`config.mk`:
```
export PLATFORM = sky130hd
export DESIGN_NAME = spi_ram_responder
export DESIGN_NICKNAME = d
export VERILOG_FILES = /design/src/rtl/spi_ram_pkg.sv /design/src/rtl/spi_ram_responder_sync.sv /design/src/rtl/spi_ram_responder.sv
export SDC_FILE = /design/constraint.sdc
export NUM_CORES = 1
export LEC_CHECK = 0
export CAP_MARGIN = 40
export CORE_MARGIN = 3
export CORE_UTILIZATION = 45
export DETAILED_ROUTE_END_ITERATION = 10
export HOLD_SLACK_MARGIN = 0.02
export PLACE_DENSITY = 0.73
export SYNTH_ARGS = -nofsm -noshare
export SYNTH_HDL_FRONTEND = slang
export SYNTH_SLANG_ARGS = --single-unit
```
`constraint.sdc`:
```
create_clock -name clk -period 3.6 [get_ports clk]
set_input_delay 0.9 -clock clk [delete_from_list [all_inputs] [get_ports clk]]
set_output_delay 0.9 -clock clk [all_outputs]
set_load 0.05 [all_outputs]
```
`src/rtl/spi_ram_pkg.sv`:
```
// Shared definitions for the SPI serial-RAM responder: opcodes, FSM states
// and address-phase length.
package spi_ram_pkg;

    localparam logic [7:0] SPI_RAM_READ  = 8'h03;
    localparam logic [7:0] SPI_RAM_WRITE = 8'h02;

    localparam int         ADDR_LEN  = 24;
    localparam logic [4:0] ADDR_LAST = 5'(ADDR_LEN - 1);

    typedef enum logic [2:0] {
        ST_IDLE,
        ST_CMD,
        ST_ADDR,
        ST_WDATA,
        ST_RDATA,
        ST_IGNORE
    } state_t;

endpackage

```
`src/rtl/spi_ram_responder_sync.sv`:
```
// Two-flop synchroniser for an asynchronous SPI pin, with rise/fall pulses
// derived from the synchronised level (one clk wide each).
module spi_sync_edge #(
    parameter logic RESET_VAL = 1'b0
) (
    input  logic clk,
    input  logic resetn,
    input  logic d,
    output logic level,
    output logic rise,
    output logic fall
);

    logic meta;
    logic sync;
    logic prev;

    always_ff @(posedge clk or negedge resetn) begin
        if (!resetn) begin
            meta <= RESET_VAL;
            sync <= RESET_VAL;
            prev <= RESET_VAL;
        end else begin
            meta <= d;
            sync <= meta;
            prev <= sync;
        end
    end

    assign level = sync;
    assign rise  = sync & ~prev;
    assign fall  = ~sync & prev;

endmodule

```
`src/rtl/spi_ram_responder.sv`:
```
// SPI mode-0 target speaking the 23LC1024 READ/WRITE protocol in sequential
// mode, fronting an external byte-wide synchronous memory.
module spi_ram_responder
    import spi_ram_pkg::*;
#(
    parameter int ADDR_W = 17
) (
    input  logic              clk,
    input  logic              resetn,
    input  logic              spi_clk,
    input  logic              spi_cs_n,
    input  logic              spi_mosi,
    output logic              spi_miso,
    output logic [ADDR_W-1:0] mem_addr,
    output logic [7:0]        mem_wdata,
    output logic              mem_we,
    output logic              mem_re,
    input  logic [7:0]        mem_rdata,
    output logic              busy,
    output logic              cmd_err,
    output state_t            dbg_state
);

    logic sclk_level, sclk_rise, sclk_fall;
    logic cs_level, cs_rise, cs_fall;
    logic mosi_meta, mosi;

    state_t            state;
    logic [4:0]        bit_cnt;
    logic [6:0]        shift_in;
    logic              is_read;
    logic [ADDR_W-1:0] addr;
    logic [7:0]        out_sr;
    logic [7:0]        prefetch;
    logic              rd_valid;
    logic              rd_to_pf;

    logic [7:0]        in_byte;
    logic [ADDR_W-1:0] addr_shift;

    spi_sync_edge #(.RESET_VAL(1'b0)) u_sclk_sync (
        .clk    (clk),
        .resetn (resetn),
        .d      (spi_clk),
        .level  (sclk_level),
        .rise   (sclk_rise),
        .fall   (sclk_fall)
    );

    spi_sync_edge #(.RESET_VAL(1'b1)) u_cs_sync (
        .clk    (clk),
        .resetn (resetn),
        .d      (spi_cs_n),
        .level  (cs_level),
        .rise   (cs_rise),
        .fall   (cs_fall)
    );

    always_ff @(posedge clk or negedge resetn) begin
        if (!resetn) begin
            mosi_meta <= 1'b0;
            mosi      <= 1'b0;
        end else begin
            mosi_meta <= spi_mosi;
            mosi      <= mosi_meta;
        end
    end

    assign in_byte    = {shift_in, mosi};
    assign addr_shift = {addr[ADDR_W-2:0], mosi};
    assign dbg_state  = state;

    // Memory port: mem_we/mem_re are single-cycle strobes with no back-pressure;
    // mem_addr/mem_wdata are valid in the strobe cycle and mem_rdata is taken
    // exactly one cycle after mem_re.
    always_ff @(posedge clk or negedge resetn) begin
        if (!resetn) begin
            state     <= ST_IDLE;
            bit_cnt   <= '0;
            shift_in  <= '0;
            is_read   <= 1'b0;
            addr      <= '0;
            out_sr    <= '0;
            prefetch  <= '0;
            rd_valid  <= 1'b0;
            rd_to_pf  <= 1'b0;
            spi_miso  <= 1'b0;
            mem_addr  <= '0;
            mem_wdata <= '0;
            mem_we    <= 1'b0;
            mem_re    <= 1'b0;
            busy      <= 1'b0;
            cmd_err   <= 1'b0;
        end else begin
            mem_we   <= 1'b0;
            mem_re   <= 1'b0;
            cmd_err  <= 1'b0;
            busy     <= ~cs_level;
            rd_valid <= mem_re;

            // Late read data after a deselect lands outside RDATA and is dropped.
            if (rd_valid && state == ST_RDATA) begin
                if (rd_to_pf) prefetch <= mem_rdata;
                else          out_sr   <= mem_rdata;
            end

            if (cs_rise) begin
                state    <= ST_IDLE;
                bit_cnt  <= '0;
                spi_miso <= 1'b0;
            end else begin
                case (state)
                    ST_IDLE: begin
                        // Mode 0 only: the clock must be idle low at select.
                        if (cs_fall && !sclk_level) begin
                            state   <= ST_CMD;
                            bit_cnt <= '0;
                        end
                    end
                    ST_CMD: begin
                        if (sclk_rise) begin
                            shift_in <= in_byte[6:0];
                            if (bit_cnt == 5'd7) begin
                                bit_cnt <= '0;
                                if (in_byte == SPI_RAM_READ || in_byte == SPI_RAM_WRITE) begin
                                    is_read <= (in_byte == SPI_RAM_READ);
                                    state   <= ST_ADDR;
                                end else begin
                                    cmd_err <= 1'b1;
                                    state   <= ST_IGNORE;
                                end
                            end else begin
                                bit_cnt <= bit_cnt + 5'd1;
                            end
                        end
                    end
                    ST_ADDR: begin
                        if (sclk_rise) begin
                            addr <= addr_shift;
                            if (bit_cnt == ADDR_LAST) begin
                                bit_cnt <= '0;
                                if (is_read) begin
                                    state    <= ST_RDATA;
                                    mem_re   <= 1'b1;
                                    mem_addr <= addr_shift;
                                    rd_to_pf <= 1'b0;
                                end else begin
                                    state <= ST_WDATA;
                                end
                            end else begin
                                bit_cnt <= bit_cnt + 5'd1;
                            end
                        end
                    end
                    ST_WDATA: begin
                        if (sclk_rise) begin
                            shift_in <= in_byte[6:0];
                            if (bit_cnt == 5'd7) begin
                                bit_cnt   <= '0;
                                mem_we    <= 1'b1;
                                mem_addr  <= addr;
                                mem_wdata <= in_byte;
                                addr      <= addr + ADDR_W'(1);
                            end else begin
                                bit_cnt <= bit_cnt + 5'd1;
                            end
                        end
                    end
                    ST_RDATA: begin
                        if (sclk_fall) begin
                            spi_miso <= out_sr[7];
                            out_sr   <= {out_sr[6:0], 1'b0};
                            if (bit_cnt == 5'd0) begin
                                mem_re   <= 1'b1;
                                mem_addr <= addr + ADDR_W'(1);
                                rd_to_pf <= 1'b1;
                            end
                            if (bit_cnt == 5'd7) begin
                                bit_cnt <= '0;
                                out_sr  <= prefetch;
                                addr    <= addr + ADDR_W'(1);
                            end else begin
                                bit_cnt <= bit_cnt + 5'd1;
                            end
                        end
                    end
                    ST_IGNORE: begin
                        spi_miso <= 1'b0;
                    end
                    default: begin
                        state <= ST_IDLE;
                    end
                endcase
            end
        end
    end

endmodule

```
# Word level (Yosys, flattened, before mapping)
# Cells that the tools add are included.
[op_classes] add_sub_neg=2 multipliers=0 div=0 n_lt_le_gt_ge=0 n_eq_ne=24 n_shift=0 mux=61 bitwise=9 reduce_logical=22
[op_table] cell="17-bit two-way mux" n=11
[op_table] cell="17-bit one-hot mux with 3 select lines" n=2
[op_table] cell="8-bit two-way mux" n=6
[op_table] cell="5-bit two-way mux" n=7
[op_table] cell="3-bit two-way mux" n=8
[op_table] cell="1-bit two-way mux" n=22
[op_table] cell="5-bit one-hot mux with 4 select lines" n=1
[op_table] cell="3-bit != test, second input constant" n=6
[op_table] cell="17-bit by 1-bit adder with 17-bit output, second input constant" n=1
[op_table] cell="8-bit by 2-bit equality test with 1-bit output, second input constant" n=2
[op_table] cell="5-bit AND reduction" n=3
[op_table] cell="2-bit != test, second input constant" n=6
[op_table] cell="3-bit one-hot mux with 4 select lines" n=1
[op_table] cell="9-bit AND reduction" n=1
[op_table] cell="7-bit AND reduction" n=1
[op_table] cell="3-bit by 2-bit equality test with 1-bit output, second input constant" n=2
[op_table] cell="3-bit equality test, second input constant" n=2
[op_table] cell="1-bit one-hot mux with 2 select lines" n=3
[op_table] cell="6-bit AND reduction" n=1
[op_table] cell="3-bit nonzero test" n=2
[op_table] cell="5-bit by 1-bit adder with 5-bit output, second input constant" n=1
[op_table] cell="5-bit by 3-bit equality test with 1-bit output, second input constant" n=1
[op_table] cell="5-bit equality test, second input constant" n=1
[op_table] cell="5-bit logical NOT" n=1
[op_table] cell="other kinds (16)" n=26
[totals] reg_bits=89 latchBits=0 mem_bits_rw=0 mem_bits_ro=0 in_bits=13 memories=0

# Logic depth before layout (Yosys ltp)
# Gate-level depths: netlist of run 1.
[logic_depth] ltp_word=7 ltp_mapped=9

# Modules after synthesis
# A second synthesis of run 1 with hierarchy kept.
[unflattened] hier_cells=511 area_unflattened_um2=5109.9
[modules_own_cells] mod="spi_ram_responder" n_inst=1 cells_per_inst=501 area_each_um2=4926.0
[modules_own_cells] mod="spi_sync_edge at u_cs_sync" n_inst=1 cells_per_inst=5 area_each_um2=93.8
[modules_own_cells] mod="spi_sync_edge at u_sclk_sync" n_inst=1 cells_per_inst=5 area_each_um2=90.1

# Least setup slack after synthesis of run 1
# Ideal clock, no wire load.
[synth_path] kind="reg-to-reg" from="reg state[0] (netlist: dbg_state[0])" to="reg mem_addr[0]" t_arrival_ns=2.216 path_slack_ns=1.260 stages_incl_launch_ff=7 path_buffers=1 period_less_slack_ns=2.340 path_cell_list="dfrtp_1 > or3b_4 > or3_4 > nand2_1 > o211ai_4 > buf_2 > mux2_2"
[synth_between] elab_chain_cells=3 word_cells_on_any_way=13 classes_between="eq/ne: 10; mux: 1; reduce/logical: 2"
[synth_lines] item="from (decl)" line_no="spi_ram_responder.sv:28" rtl="state_t state;"
[synth_lines] item="from (signal assigned)" line_no="spi_ram_responder.sv:78" rtl="state <= ST_IDLE;"
[synth_lines] item="from (signal assigned)" line_no="spi_ram_responder.sv:108" rtl="state <= ST_IDLE;"
[synth_lines] item="from (signal assigned)" line_no="spi_ram_responder.sv:116" rtl="state <= ST_CMD;"
[synth_lines] item="3-bit by 2-bit equality test with 1-bit output / 3-bit equality test (equally long branches)" line_no="spi_ram_responder.sv:112" rtl="case (state)"
[synth_lines] item="2-bit != test (no source line), or another cell as far along"
[synth_lines] item="9-bit AND reduction (no source line)"
[synth_lines] item="to (signal assigned)" line_no="spi_ram_responder.sv:145" rtl="mem_addr <= addr_shift;"
[synth_lines] item="to (signal assigned)" line_no="spi_ram_responder.sv:161" rtl="mem_addr <= addr;"
[synth_lines] item="to (signal assigned)" line_no="spi_ram_responder.sv:175" rtl="mem_addr <= addr + ADDR_W'(1);"
[synth_lines] item="to (decl)" line_no="spi_ram_responder.sv:14" rtl="output logic [ADDR_W-1:0] mem_addr,"
# Several ways; a longest one is shown, not always the timed one.
# A chain may end at the register's enable or synchronous reset.

# Final worst setup path of run 1
[layout_path] from="reg state[0] (netlist: dbg_state[0])" to="out dbg_state[0]"
[layout_rtl] item="to (decl)" line_no="spi_ram_responder.sv:21" rtl="output state_t dbg_state"
# No word-level cell between the ends.

==> results_dict.tcl, run 1 <==
set metrics [dict create \
    status "finished clean" \
    power.density_mw_per_mm2 441.2 \
    final_cell_mix "dfrtp_1 (86), nand2_1 (58), clkdlybuf4s50_1 (44)" \
    ff2ff_setup_slack_ns 0.97 \
    post-cts-setup-buffers 0 \
    power.internal_mw 1.666 \
    clkLatencyLatePin_ns 0.38 \
    setup_viol 0 \
    ys_seq_elements 89 \
    sequentialPowerShare_pct 49.5 \
    synth_top_area_share_pct 43.22 \
    critPathKind "reg2out" \
    fin_area_mm2 0.005707 \
    grt_pass1_wl_mm 21.27 \
    placedInstanceArea_mm2 0.005502 \
    slew_viol_final 0 \
    portBuffers 45 \
    grt_start_max_net_pins 55 \
    clock_path_buffers 2 \
    power_switching_share_pct 33.81 \
    grt_use_total_pct 20.66 \
    combPwrFrac_pct 22.1 \
    wl_per_cell_um 18.25 \
    clkTransAtPathRegs_ns 0.10 \
    required_ns 2.70 \
    layout-drive-gt1-share_pct 13.51 \
    drc 0 \
    synth_compound_area_share_pct 18.62 \
    r2r_start "dbg_state[0]" \
    io-pin-count 46 \
    rr_worst_depth 6 \
    maxCapViolations 0 \
    instances_no_fill 691 \
    fmax_mhz 363.1 \
    nets 566 \
    setup_tns_ns 0 \
    grt_pass1_vias 4135 \
    syn-num-nets 542 \
    numCtsBuffers 9 \
    hold_path_class "reg2reg" \
    vias_per_cell 6.318 \
    synth_top_flop_cell "dfrtp_1" \
    vias 4366 \
    hold_viol 0 \
    rsz0062_at_grt "false" \
    grt_busiest_layer "met2" \
    core_area_mm2 0.01056 \
    area_delta_synth_final_pct 14.60 \
    synth_area_leaders "dfrtp_1 (43%), mux2_2 (7.9%), nand2_1 (4.4%)" \
    root_buffer "clkbuf_8" \
    ant_nets 0 \
    dieWidth_um 111.2 \
    syn-mean-instance-area_um2 9.467 \
    chipHeight_um 111.2 \
    worstPathMaxFanout 26 \
    synth_xor_area_share_pct 0.5276 \
    synthAdderAreaFrac_pct 0.7538 \
    peakVddDrop_uv 312.0 \
    use_met3_pct 3.275 \
    syn_inst 526 \
    clock_sink_count 89 \
    drt_wl_total_mm 12.61 \
    gr-usage-met2_pct 33.29 \
    relSlewSlack_pct 48.46 \
    first_pass_iters 6 \
    die-area_mm2 0.01236 \
    switchingPower_mw 0.8512 \
    end_kind "primary output" \
    overflow 0 \
    p_clk_share_pct 28.4 \
    reg2reg_to "mem_addr[8]" \
    setup_ws_ns 0.8458 \
    synthMuxAreaShare_pct 10.53 \
    first_iter_violations 560 \
    synth_top_cell_by_area "dfrtp_1" \
    grt_use_met1_pct 28.36 \
    period_needed_ns 2.754 \
    antenna_found_initial 0 \
    insertedDiodeCount 0 \
    hpwlAfterDp_mm 8.503 \
    routabilityCongestion 0.9860 \
    fin_crit_sh_pct 76.50 \
    synth.distinct_cells 64 \
    synthSimpleGateAreaFrac_pct 20.43 \
    synth_top_family_by_area "simple AND/OR/NAND/NOR gates" \
    synth_seq_area_share_pct 44.80 \
    cts_tree "yes" \
    post_cts_resized 0 \
    final_common_cell "dfrtp_1" \
    crit_path_start "dbg_state[0]" \
    synth-edff-count 0 \
    p_leak_nw 2.343 \
    yosysWarnings 0 \
    arrival_ns 1.85 \
    postCtsHoldBufs 0 \
    pre_cts_ws_ns 0.9973 \
    netlist_area_mm2 0.004980 \
    fin_skew_ns 0.01685 \
    htree_levels 3 \
    crit_path_end "dbg_state[0]" \
    worst_pin_slew_ns 0.7623 \
    start_kind "register" \
    start_util_pct 47.18 \
    rows 37 \
    async_flop_share_pct 100.0 \
    dp.cells 675 \
]
## cell families (layout without fill, tap and decap cells)
| family | count (synthesis) | count (layout) |
|---|---|---|
| AND/OR/NAND/NOR | 190 | 190 |
| AO/OA/AOI/OAI | 140 | 140 |
| flip-flops | 89 | 89 |
| buffers and inverters | 53 | 82 |
| multiplexers | 48 | 48 |
| adder cells (fa/ha/maj) | 3 | 3 |
| XOR/XNOR | 3 | 3 |
## worst max-delay path: stages, from the launching register on
cell	delay (ns)
dfrtp_1	0.34
buf_4	0.25
clkdlybuf4s50_1	0.88
## area by class of cell
class | instances | area [µm²]
inverter | 10 | 37.54
sequential | 89 | 2231
fill | 963 | 4848
clock buffer | 10 | 137.6
multi-input combinational | 384 | 2532
timing repair buffer | 56 | 530.5
clock inverter | 6 | 67.56
tap | 136 | 170.2
## worst min path at each step
stage	startpoint	depth (start not counted)	endpoint
after floorplan	mosi_meta	0	mosi
after global placement	mosi_meta	0	mosi
after detailed placement	mosi_meta	0	mosi
after CTS	u_cs_sync.meta	0	u_cs_sync.level
after global routing	u_cs_sync.meta	0	u_cs_sync.level
final	u_cs_sync.meta	0	u_cs_sync.level
## metrics by stage
stage                     utilization, %  hold WS [ns]  power, mW
after floorplan                        -        0.3312      1.626
after global placement             52.12        0.3337      1.792
after detailed placement           52.12        0.3394      1.813
final                              54.07        0.3587      2.518
after CTS                          54.07        0.3600      2.525
after global routing               54.07        0.3653      2.639
## registers in the layout (all words and copies together) (netlist names), 3 cells and up
name / cells
addr: 17
mem_addr: 17
mem_wdata: 8
out_sr: 8
prefetch: 8
shift_in: 7
bit_cnt: 5
dbg_state: 3
## power groups by stage
| stage | Sequential [mW] | Clock [mW] | Combinational [mW] |
|---|---|---|---|
| final | 1.25 | 0.715 | 0.555 |
| after floorplan | 1.27 | 0 | 0.359 |
| after CTS | 1.24 | 0.729 | 0.554 |
| after detailed placement | 1.26 | 0 | 0.552 |
| after global placement | 1.25 | 0 | 0.537 |
| after global routing | 1.27 | 0.769 | 0.603 |
## metal layers
metal | vias up | part of all wire (%)
li1 | 1990 | -
met1 | 2136 | 43
met2 | 212 | 47
met3 | 28 | 7.8
met4 | 0 | 2.3
met5 | - | 0
## cells in the mapped netlist (4+ instances only)
master	count
dfrtp_1	86
nand2_1	58
o21ai_0	39
mux2_2	35
a21oi_1	34
clkbuf_1	30
nor2_1	27
nand3_1	17
nand4_1	14
mux2i_1	13
a211oi_1	11
and2_1	11
a31oi_1	9
inv_1	9
and3_1	8
buf_2	8
nor3_1	8
nor2b_1	7
o211ai_1	7
a221o_1	4
a221oi_1	4
buf_1	4
nand3b_1	4
nor3b_1	4
nor4_1	4
o21a_1	4
or3_1	4
Power figures use the tool's default switching activity.
==> run 2: changes to the inputs <==
==> constraint.sdc (replaced) <==
create_clock -name clk -period 2.8 [get_ports clk]
set_input_delay 0.7 -clock clk [delete_from_list [all_inputs] [get_ports clk]]
set_output_delay 0.7 -clock clk [all_outputs]
set_load 0.05 [all_outputs]
==> run 2 against run 1 <==
  * Total power increased by 29%
  * Combinational power increased by 29%
  * Sequential power increased by 28%
  * Design area increased by 0.90%
  * Clock power increased by 29%
  * Critical path depth unchanged
  * Worst hold slack got worse by 0.091 ns
  * Sequential share of layout area decreased by 0.35 points
==> results_dict.tcl, run 2 (same netlist as run 1, synthesis figures left out) <==
set metrics [dict create \
    ff2ff_setup_slack_ns 0.40 \
    area_delta_synth_final_pct 15.63 \
    p_clk_share_pct 28.5 \
    fin_crit_sh_pct 94.52 \
    portBuffers 45 \
    final_common_cell "dfrtp_1" \
    reg2reg_to "mem_addr[16]" \
    ant_nets 0 \
    cp_cell_sequence "buf_4 -> clkdlybuf4s50_1" \
    post-cts-setup-buffers 0 \
    chipHeight_um 111.2 \
    final_cell_mix "dfrtp_1 (86), nand2_1 (58), clkdlybuf4s50_1 (44)" \
    grt_pass1_vias 4193 \
    start_kind "register" \
    path_delay_family "buffers and inverters" \
    layout-drive-gt1-share_pct 14.29 \
    combPwrFrac_pct 22.1 \
    status "finished clean" \
    postCtsHoldBufs 0 \
    power.internal_mw 2.139 \
    reg_top3 "addr: 17 flops, mem_addr: 17 flops" \
    hold_path_class "in2async" \
    setup_tns_ns 0 \
    io-pin-count 46 \
    clkLatencyLatePin_ns 0.36 \
    htree_levels 3 \
    maxCapViolations 0 \
    max_stage_delay_ns 0.83 \
    hpwlAfterDp_mm 8.572 \
    peakVddDrop_uv 351.2 \
    dp.cells 680 \
    power_switching_share_pct 34.05 \
    rr_worst_depth 5 \
    p_leak_nw 2.380 \
    sequentialPowerShare_pct 49.4 \
    grt_start_max_net_pins 61 \
    antenna_found_initial 0 \
    critPathKind "reg2out" \
    hold_viol 0 \
    clock_path_buffers 2 \
    hold-worst-slack_ns 0.2680 \
    first_pass_iters 5 \
    grt_pass1_wl_mm 21.09 \
    setup_viol 0 \
    first_iter_violations 441 \
    drt_wl_total_mm 12.61 \
    wl_per_cell_um 18.12 \
    r2r_start "addr[0]" \
    routabilityCongestion 0.9536 \
    overflow 0 \
    relSlewSlack_pct 53.22 \
    period_needed_ns 2.647 \
    instances_no_fill 696 \
    vias 4293 \
    slowest_stage "clkdlybuf4s50_1" \
    start_util_pct 47.18 \
    nets 571 \
    core_area_mm2 0.01056 \
    post_cts_resized 0 \
    rows 37 \
    slew_viol_final 0 \
    cts_tree "yes" \
    drc 0 \
    worst_pin_slew_ns 0.6983 \
    worstPathMaxFanout 19 \
    required_ns 2.10 \
    end_kind "primary output" \
    crit_buf_inv 2 \
    clkTransAtPathRegs_ns 0.10 \
    switchingPower_mw 1.104 \
    clock_sink_count 89 \
    fmax_mhz 377.9 \
    arrival_ns 1.95 \
    fin_skew_ns 0.007992 \
    power.density_mw_per_mm2 563.2 \
    numCtsBuffers 9 \
    die-area_mm2 0.01236 \
    dieWidth_um 111.2 \
    root_buffer "clkbuf_8" \
    fill_cells 953 \
    vias_per_cell 6.168 \
    grt_use_total_pct 20.63 \
    insertedDiodeCount 0 \
    rsz0062_at_grt "false" \
]
run 2: changes by cell type in the layout (fill, tap and decap cells not counted):
cell        previous run  this run
buf_4                 12        15
clkinvlp_4             2         0
inv_6                  0         2
buf_12                 0         1
buf_6                  0         1
clkbuf_8              10         9
clkinv_4               2         3
run 2: area by class of cell:
class	instances	area, µm²	share of cell area, %
well taps	136	170.2	2.955
clock inverters	7	78.83	1.369
repair buffers	61	584.3	10.15
inverters	10	37.54	0.6519
multi-input cells	384	2532	43.98
flip-flops and latches	89	2231	38.74
clock buffers	9	123.9	2.151
run 2: worst max path at each step:
| stage | cells past startpoint | from | slack, ns | endpoint |
|---|---|---|---|---|
| 6_report | 2 | dbg_state[0] | 0.15 | dbg_state[0] |
| 3_5_place_dp | 5 | addr[0] | 0.46 | mem_addr[16] |
| 3_3_place_gp | 5 | addr[4] | 0.50 | mem_addr[15] |
| 5_1_grt | 2 | dbg_state[0] | 0.07 | dbg_state[0] |
| 4_1_cts | 2 | dbg_state[0] | 0.15 | dbg_state[0] |
| 2_1_floorplan | 6 | dbg_state[0] | 0.46 | mem_addr[0] |
run 2: stage by stage:
step                setup slack, ns  util [%]  instance area (µm²)  power (mW)
floorplan                    0.4597         -                 4980       2.090
detailed placement           0.4578     52.63                 5555       2.342
global route                0.07163     54.55                 5758       3.409
finish                       0.1534     54.55                 5758       3.243
global placement             0.4988     52.52                 5544       2.321
CTS                          0.1475     54.55                 5758       3.262
run 2: metal layers:
metal	track usage [%]	routed length, µm
met5	0	0
met4	5.028	141
met3	4.694	874
met2	33.70	6054
met1	27.95	5541
run 2: power groups by stage:
stage                     logic (mW)  clock network (mW)  registers [mW]
final                          0.718               0.923            1.60
after global placement         0.705                   0            1.62
after CTS                      0.720               0.944            1.60
after global routing           0.780                1.00            1.63
after detailed placement       0.718                   0            1.62
after floorplan                0.462                   0            1.63
